File: config.mk
export PLATFORM = sky130hd
export DESIGN_NAME = cacheline_bus_adapter
export DESIGN_NICKNAME = d
export VERILOG_FILES = /design/src/rtl/cacheline_bus_adapter.sv
export SDC_FILE = /design/constraint.sdc
export NUM_CORES = 1
export LEC_CHECK = 0
export ABC_AREA = 1
export BUFFER_PORTS_ARGS = -buffer_cell sky130_fd_sc_hd__buf_2
export CAP_MARGIN = 20
export CORE_AREA = 5 5 237 239
export DETAILED_ROUTE_END_ITERATION = 7
export DIE_AREA = 0 0 242 244
export PLACE_DENSITY_LB_ADDON = 0.08
export REMOVE_ABC_BUFFERS = 1
export SYNTH_ARGS = -nofsm -noshare
export SYNTH_HDL_FRONTEND = slang
export SYNTH_SLANG_ARGS = --single-unit
File: constraint.sdc
create_clock -name clk -period 4.5 [get_ports clk]
set_input_delay 0.225 -clock clk [delete_from_list [all_inputs] [get_ports clk]]
set_output_delay 0.225 -clock clk [all_outputs]
set_load 0.02 [all_outputs]
File: src/rtl/cacheline_bus_adapter.sv
// Cache-side master: one 256-bit line read/write serialised as address beat + 8 data beats.
// Latency: min 10 cycles (read) / 11 cycles (write) request->dfp_resp; backpressure via resp_m_to_c, watchdog aborts stalls.
module cacheline_bus_adapter #(
    parameter int LINE_WIDTH     = 256,
    parameter int BUS_WIDTH      = 32,
    parameter int ADDR_WIDTH     = 32,
    parameter int TIMEOUT_CYCLES = 1024
) (
    input  logic                  clk,
    input  logic                  rst_n,
    input  logic [ADDR_WIDTH-1:0] dfp_addr,
    input  logic                  dfp_read,
    input  logic                  dfp_write,
    input  logic [LINE_WIDTH-1:0] dfp_wdata,
    output logic [LINE_WIDTH-1:0] dfp_rdata,
    output logic                  dfp_resp,
    output logic                  error,
    output logic                  read_en_c_to_m,
    output logic                  write_en_c_to_m,
    output logic                  address_on_c_to_m,
    output logic                  data_on_c_to_m,
    output logic [BUS_WIDTH-1:0]  address_data_bus_c_to_m,
    input  logic [BUS_WIDTH-1:0]  address_data_bus_m_to_c,
    input  logic                  resp_m_to_c
);

    localparam int BEATS  = LINE_WIDTH / BUS_WIDTH;
    localparam int BEAT_W = $clog2(BEATS);
    localparam int OFF_W  = $clog2(LINE_WIDTH / 8);
    localparam int WD_W   = (TIMEOUT_CYCLES > 1) ? $clog2(TIMEOUT_CYCLES) : 1;
    localparam logic [WD_W-1:0]   WD_LAST   = WD_W'((TIMEOUT_CYCLES > 0) ? TIMEOUT_CYCLES - 1 : 0);
    localparam logic [BEAT_W-1:0] BEAT_LAST = BEAT_W'(BEATS - 1);

    typedef enum logic [2:0] {
        S_IDLE,
        S_ADDR,
        S_WDATA,
        S_WDONE,
        S_RDATA,
        S_DONE
    } state_t;

    state_t                  state_q, state_d;
    logic [BEAT_W-1:0]       beat_q, beat_d;
    logic [WD_W-1:0]         wd_q, wd_d;
    logic [ADDR_WIDTH-1:0]   addr_q, addr_d;
    logic [LINE_WIDTH-1:0]   wdata_q, wdata_d;
    logic [LINE_WIDTH-1:0]   rdata_q, rdata_d;
    logic                    is_rd_q, is_rd_d;
    logic                    error_q, error_d;
    logic                    active;
    logic                    timeout;
    logic                    addr_offset_unused;

    // Line offset bits are dropped: every transfer is line aligned.
    assign addr_offset_unused = ^dfp_addr[OFF_W-1:0];

    always_ff @(posedge clk) begin
        if (!rst_n) begin
            state_q <= S_IDLE;
            beat_q  <= '0;
            wd_q    <= '0;
            addr_q  <= '0;
            wdata_q <= '0;
            rdata_q <= '0;
            is_rd_q <= 1'b0;
            error_q <= 1'b0;
        end else begin
            state_q <= state_d;
            beat_q  <= beat_d;
            wd_q    <= wd_d;
            addr_q  <= addr_d;
            wdata_q <= wdata_d;
            rdata_q <= rdata_d;
            is_rd_q <= is_rd_d;
            error_q <= error_d;
        end
    end

    always_comb begin
        state_d = state_q;
        beat_d  = beat_q;
        wd_d    = wd_q;
        addr_d  = addr_q;
        wdata_d = wdata_q;
        rdata_d = rdata_q;
        is_rd_d = is_rd_q;
        error_d = error_q;

        active  = (state_q == S_ADDR) || (state_q == S_WDATA) ||
                  (state_q == S_WDONE) || (state_q == S_RDATA);
        timeout = (TIMEOUT_CYCLES != 0) && active && !resp_m_to_c && (wd_q == WD_LAST);

        if (active) begin
            wd_d = resp_m_to_c ? '0 : wd_q + WD_W'(1);
        end

        case (state_q)
            S_IDLE: begin
                wd_d = '0;
                if (dfp_read || dfp_write) begin
                    addr_d  = {dfp_addr[ADDR_WIDTH-1:OFF_W], {OFF_W{1'b0}}};
                    wdata_d = dfp_wdata;
                    is_rd_d = dfp_read;
                    state_d = S_ADDR;
                end
            end
            S_ADDR: begin
                if (resp_m_to_c) begin
                    beat_d  = '0;
                    state_d = is_rd_q ? S_RDATA : S_WDATA;
                end
            end
            S_WDATA: begin
                if (resp_m_to_c) begin
                    beat_d = beat_q + BEAT_W'(1);
                    if (beat_q == BEAT_LAST) begin
                        beat_d  = '0;
                        state_d = S_WDONE;
                    end
                end
            end
            S_WDONE: begin
                if (resp_m_to_c) begin
                    state_d = S_DONE;
                end
            end
            S_RDATA: begin
                if (resp_m_to_c) begin
                    rdata_d[BUS_WIDTH*beat_q +: BUS_WIDTH] = address_data_bus_m_to_c;
                    beat_d = beat_q + BEAT_W'(1);
                    if (beat_q == BEAT_LAST) begin
                        beat_d  = '0;
                        state_d = S_DONE;
                    end
                end
            end
            S_DONE: begin
                state_d = S_IDLE;
            end
            default: begin
                state_d = S_IDLE;
            end
        endcase

        // A stalled handshake completes the request with the sticky error set.
        if (timeout) begin
            error_d = 1'b1;
            beat_d  = '0;
            wd_d    = '0;
            state_d = S_DONE;
        end
    end

    always_comb begin
        read_en_c_to_m          = is_rd_q && ((state_q == S_ADDR) || (state_q == S_RDATA));
        write_en_c_to_m         = !is_rd_q && ((state_q == S_ADDR) || (state_q == S_WDATA) ||
                                               (state_q == S_WDONE));
        address_on_c_to_m       = (state_q == S_ADDR);
        data_on_c_to_m          = (state_q == S_WDATA);
        address_data_bus_c_to_m = '0;
        if (state_q == S_ADDR) begin
            address_data_bus_c_to_m = BUS_WIDTH'(addr_q);
        end else if (state_q == S_WDATA) begin
            address_data_bus_c_to_m = wdata_q[BUS_WIDTH*beat_q +: BUS_WIDTH];
        end
    end

    assign dfp_resp  = (state_q == S_DONE);
    assign dfp_rdata = rdata_q;
    assign error     = error_q;

endmodule
==> results.json, run 1 <==
{
  "numCtsBuffers": 60,
  "die_area_um2": 59000,
  "slew_violations": 0,
  "grtUsageTotal_pct": 29.2,
  "die_y_um": 244,
  "max_stage_delay_ns": 0.80,
  "fillers": 4894,
  "multiInputGateArea_um2": 9170,
  "clk_path_buf_depth": 3,
  "power_density_nw_per_um2": 522,
  "max_freq_mhz": 255,
  "vias": 24000,
  "place_area_um2": 25700,
  "regToRegEndpoint": "dfp_rdata[19]$_SDFFE_PN0P_",
  "drtAntennaViolNets": 0,
  "vdd_ir_drop_max_uv": 445,
  "grt_max_degree": 243,
  "synth_cell_types": 30,
  "core_um2": 53600,
  "cts_setup_buffers": 0,
  "period_share_pct": 87.1,
  "drt_wl_total_um": 91200,
  "num-nets-final": 4087,
  "final_common_cell": "o21ai_0",
  "routabilityCongestion": 0.849,
  "max_slew_margin_pct": 21.7,
  "crit_type": "flop to output port",
  "cts-htree-levels": 2,
  "die_w_um": 242,
  "insertion_delay_ns": 0.61,
  "cts_tree": "built",
  "dr.first_iter.drc_count": 1953,
  "cp.arrival_ns": 3.69,
  "fin_area_um2": 30900,
  "cts_resized": 0,
  "viasPerCell": 5.33,
  "rsz0062_at_grt": "false",
  "status": "completed",
  "syn_inst": 2971,
  "drive_gt1_share_pct": 20.5,
  "antenna_found_initial": 10,
  "start_kind": "flop",
  "io_pins": 619,
  "synth_seq_area_share_pct": 50.2,
  "ys_warn_count": 0,
  "grt_pass1_wl_um": 138000,
  "clk_pin_slew_ns": 0.07,
  "fin_setup_tns_ns": 0,
  "setup_violations": 0,
  "cp_cell_sequence": "buf_4 -> buf_4 -> o21ai_0 -> nand3_1 -> nand2_1 -> a31oi_1 -> buf_2",
  "worst_hold_slack_ns": 0.0652,
  "ys_top_cells_by_area": "dfxtp_1 (50%), o21ai_0 (14%), a21oi_1 (11%)",
  "rows": 85,
  "finClkSkew_ns": 0.0248,
  "regToRegStartpoint": "beat_q[0]$_SDFFE_PP0P_",
  "drc_errors": 0,
  "synth_area_um2": 22200,
  "p_total_mw": 16.1,
  "cts.sinks": 557,
  "crit_top_cell": "buf_4",
  "first_global_vias": 23600,
  "hold_end": "wdata_q[248]$_SDFFE_PN0P_",
  "hpwl_um": 57600,
  "overflow": 0,
  "syn_area_per_cell_um2": 7.48,
  "finalCriticalPeriod_ns": 3.92,
  "critical-path-slowest-cell": "buf_4",
  "cts_root_buf": "clkbuf_16",
  "rrSetupSlack_ns": 0.75,
  "synth_top_cell_by_area": "dfxtp_1",
  "first_pass_iters": 6,
  "synth_seq_cells": 557,
  "hold_start": "rst_n",
  "r2r_cells": 8,
  "start_util_pct": 41.4,
  "worstPathMaxFanout": 86,
  "synth_top_area_share_pct": 50.2,
  "port_buffers": 613,
  "hold_depth": 3,
  "regArea_um2": 11200,
  "cp.required_ns": 4.28,
  "area_delta_synth_final_pct": 39.1,
  "maxCapViolations": 0,
  "hp-class": "primary input to flop",
  "layout_common_cells": "o21ai_0 (624), buf_2 (612), dfxtp_1 (554)",
  "avgRoutedWirePerCell_um": 20.2,
  "hold_viol": 0,
  "p_leak_nw": 13.5,
  "cts_hold_buf": 316,
  "end_kind": "output port",
  "worstMarginPinSlew_ns": 1.18
}
stage by stage:
| step | utilization, % | setup WS [ns] | instances |
|---|---|---|---|
| 2_1_floorplan | - | -4.26 | 2727 |
| 3_3_place_gp | 47.9 | 0.886 | 4071 |
| 3_5_place_dp | 47.9 | 0.770 | 4071 |
| 4_1_cts | 57.5 | 0.633 | 4496 |
| 5_1_grt | 57.6 | 0.398 | 4505 |
| 6_report | 57.6 | 0.581 | 4509 |
routing by layer:
layer  vias up  routed length, um  global-route usage [%]
met1     11300              36900                    36.0
met5         -                 21                       0
met3       254               7750                    7.77
li1      11500                  -                       -
met4         4               4600                    13.7
met2       998              41900                    47.9
registers in the layout, indices dropped and copies added, names as in the netlist:
name       count
dfp_rdata    256
wdata_q      256
addr_q        27
wd_q          10
beat_q         3
state_q        3
error          1
is_rd_q        1
cells in the mapped netlist (all sizes together):
master    n
nor2    416
nand3   170
o21ai   625
clkbuf  194
nand3b    1
ha        8
dfxtp   557
a21oi   469
xor2      2
clkinv    2
o211ai   28
or2       3
a211oi   14
nand2   123
buf      50
o21a      1
and2      1
inv     263
a31oi     6
nor3     37
nor3b     1
area by class of cell:
| type | instances | share of cell area [%] |
|---|---|---|
| timing repair buffer | 965 | 21.5 |
| clock inverter | 23 | 0.757 |
| clock buffer | 86 | 5.77 |
| sequential | 557 | 36.1 |
| inverter | 265 | 3.24 |
| tap | 696 | 2.82 |
| antenna | 12 | 0.0972 |
| multi-input combinational | 1905 | 29.7 |
power breakdown:
| part | switching [mW] | internal (mW) | total [mW] | leakage [nW] |
|---|---|---|---|---|
| Sequential | 0.453 | 6.07 | 6.52 | 4.56 |
| Combinational | 3.15 | 1.39 | 4.54 | 7.98 |
| Clock | 2.08 | 2.97 | 5.05 | 1.00 |
how the worst max path moves through the flow:
stage	start	to	slack [ns]
2_1_floorplan	state_q[0]$_SDFFE_PN0P_	addr_q[10]$_SDFFE_PN0P_	-4.26
5_1_grt	beat_q[0]$_SDFFE_PP0P_	address_data_bus_c_to_m[3]	0.40
4_1_cts	beat_q[0]$_SDFFE_PP0P_	address_data_bus_c_to_m[3]	0.63
3_5_place_dp	beat_q[0]$_SDFFE_PP0P_	dfp_rdata[19]$_SDFFE_PN0P_	0.77
6_report	beat_q[0]$_SDFFE_PP0P_	address_data_bus_c_to_m[3]	0.58
3_3_place_gp	beat_q[0]$_SDFFE_PP0P_	dfp_rdata[31]$_SDFFE_PN0P_	0.89
kinds of logic after synthesis:
logic type,Yosys count,synth area share (%)
buffers and inverters,509,8.83
and+or+nand+nor,752,14.2
adders and majority gates,8,0.451
DFF,557,50.2
xor gates and xnor gates,2,0.0789
AOI/OAI and AO/OA,1143,26.3
critical path: cells and delay by family, from the launching register on:
| family | cells | cell delay [ns] |
|---|---|---|
| buffers and inverters | 3 | 1.58 |
| flip-flops | 1 | 0.73 |
| AO/OA/AOI/OAI | 2 | 0.47 |
| AND/OR/NAND/NOR | 2 | 0.20 |
(Power assumes the default switching activity.)
==> inputs of run 2 (changes only) <==
Settings changed: BUFFER_PORTS_ARGS -buffer_cell sky130_fd_sc_hd__buf_2 to -buffer_cell sky130_fd_sc_hd__buf_4, SKIP_CTS_REPAIR_TIMING from default to 1.
==> run 2 against run 1 <==
  * Cell count down 0.22%
  * The flow now finishes with violations (hold timing)
  * Register-to-register slack gained 0.19 ns
  * Global-route usage decreased by 1.3 points
  * Via count about the same
  * Fmax up 10%
==> results.json, run 2 (synthesis gave the netlist of run 1 again) <==
{
  "cts-htree-levels": 2,
  "max_freq_mhz": 281,
  "routabilityCongestion": 0.858,
  "overflow": 0,
  "start_util_pct": 41.4,
  "cts.sinks": 557,
  "hold_viol": 4,
  "dpl.cell_count": 4071,
  "multiInputGateArea_um2": 9170,
  "grt_max_degree": 206,
  "cts_tree": "built",
  "port_buffers": 613,
  "power_density_nw_per_um2": 502,
  "die_area_um2": 59000,
  "finalCriticalPeriod_ns": 3.56,
  "cp.arrival_ns": 4.10,
  "core_um2": 53600,
  "maxCapViolations": 0,
  "clk_pin_slew_ns": 0.07,
  "hp-class": "primary input to flop",
  "drt_wl_total_um": 91900,
  "drtAntennaViolNets": 0,
  "io_pins": 619,
  "die_y_um": 244,
  "fin_cells": 4499,
  "layout_common_cells": "buf_4 (641), o21ai_0 (624), dfxtp_1 (554)",
  "fillers": 4728,
  "slew_violations": 0,
  "setup_violations": 0,
  "rsz0062_at_grt": "false",
  "vias": 24000,
  "antenna_found_initial": 10,
  "grt_pass1_wl_um": 131000,
  "max_slew_margin_pct": 25.0,
  "dr.first_iter.drc_count": 1948,
  "end_kind": "flop",
  "area_delta_synth_final_pct": 45.2,
  "cp.required_ns": 5.04,
  "crit_type": "flop to flop",
  "period_share_pct": 79.0,
  "first_pass_iters": 6,
  "num-nets-final": 4081,
  "grtUsageTotal_pct": 28.0,
  "final_common_cell": "buf_4",
  "numCtsBuffers": 60,
  "insertion_delay_ns": 0.62,
  "hpwl_um": 58300,
  "rows": 85,
  "cts_root_buf": "clkbuf_16",
  "drc_errors": 0,
  "worstPathMaxFanout": 55,
  "die_w_um": 242,
  "first_global_vias": 21900,
  "regArea_um2": 11200,
  "p_leak_nw": 13.7,
  "start_kind": "flop",
  "status": "complete, but fails checks",
  "avgRoutedWirePerCell_um": 20.4,
  "vdd_ir_drop_max_uv": 310,
  "p_total_mw": 16.2,
  "viasPerCell": 5.34,
  "worst_hold_slack_ns": -0.0455,
  "clk_path_buf_depth": 3,
  "finClkSkew_ns": 0.0154,
  "violations": "hold timing",
  "drive_gt1_share_pct": 20.3,
  "worstMarginPinSlew_ns": 1.12
}
## run 2: cell count changes in the layout (fill, tap and decap cells not counted), sizes merged
cell	delta
dlygate4sd3	-5
clkinv	-3
buf	-1
bufinv	+1
clkinvlp	-1
inv	-1
## run 2: worst paths after layout
path	startpoint	end	slack (ns)	depth (start not counted)
worst min register to register	addr_q[20]$_SDFFE_PN0P_	addr_q[20]$_SDFFE_PN0P_	0.45	2
worst max register to register	beat_q[0]$_SDFFE_PP0P_	dfp_rdata[6]$_SDFFE_PN0P_	0.94	9
worst max-delay path	beat_q[0]$_SDFFE_PP0P_	dfp_rdata[6]$_SDFFE_PN0P_	0.94	9
worst min-delay path	dfp_wdata[195]	wdata_q[195]$_SDFFE_PN0P_	-0.05	3
## run 2: critical path, stage by stage (launching register included)
cell and delay [ns]:
dfxtp_4 0.73, inv_2 0.40, ha_2 0.31, ha_1 0.31, inv_1 0.19, nand3_1 0.15, nor3_4 0.74, buf_12 0.29
o21ai_0 0.12, a21oi_1 0.18
## run 2: report_power, final
group	switching (mW)	internal, mW
logic	3.14	1.54
registers	0.456	6.07
clock network	2.05	2.93
## run 2: final cells by class
| cell class | instances | share of cell area, % |
|---|---|---|
| Antenna cell | 12 | 0.0931 |
| Clock buffer | 86 | 5.37 |
| Clock inverter | 19 | 0.702 |
| Inverter | 265 | 3.11 |
| Multi-Input combinational cell | 1905 | 28.4 |
| Sequential cell | 557 | 34.6 |
| Tap cell | 696 | 2.70 |
| Timing Repair Buffer | 959 | 25.0 |
## run 2: metal layers
metal | vias to the layer above | wire length, um | global-route usage, %
met5 | - | 29 | 0
met4 | 4 | 3610 | 10.2
met3 | 212 | 7880 | 8.36
met2 | 968 | 43600 | 46.2
met1 | 11300 | 36900 | 34.8
li1 | 11500 | - | -
## run 2: through the flow
stage / setup TNS, ns / hold slack, ns / setup WS [ns] / area, um^2 / util (%)
4_1_cts: 0 / -0.199 / 0.957 / 29100 / 54.3
5_1_grt: 0 / 0.00172 / 0.636 / 32200 / 60.1
3_5_place_dp: 0 / 0.442 / 0.970 / 27100 / 50.6
3_3_place_gp: 0 / 0.434 / 1.04 / 27100 / 50.6
6_report: 0 / -0.0455 / 0.945 / 32200 / 60.2
2_1_floorplan: -1930.75 / 0.351 / -4.26 / 21200 / -
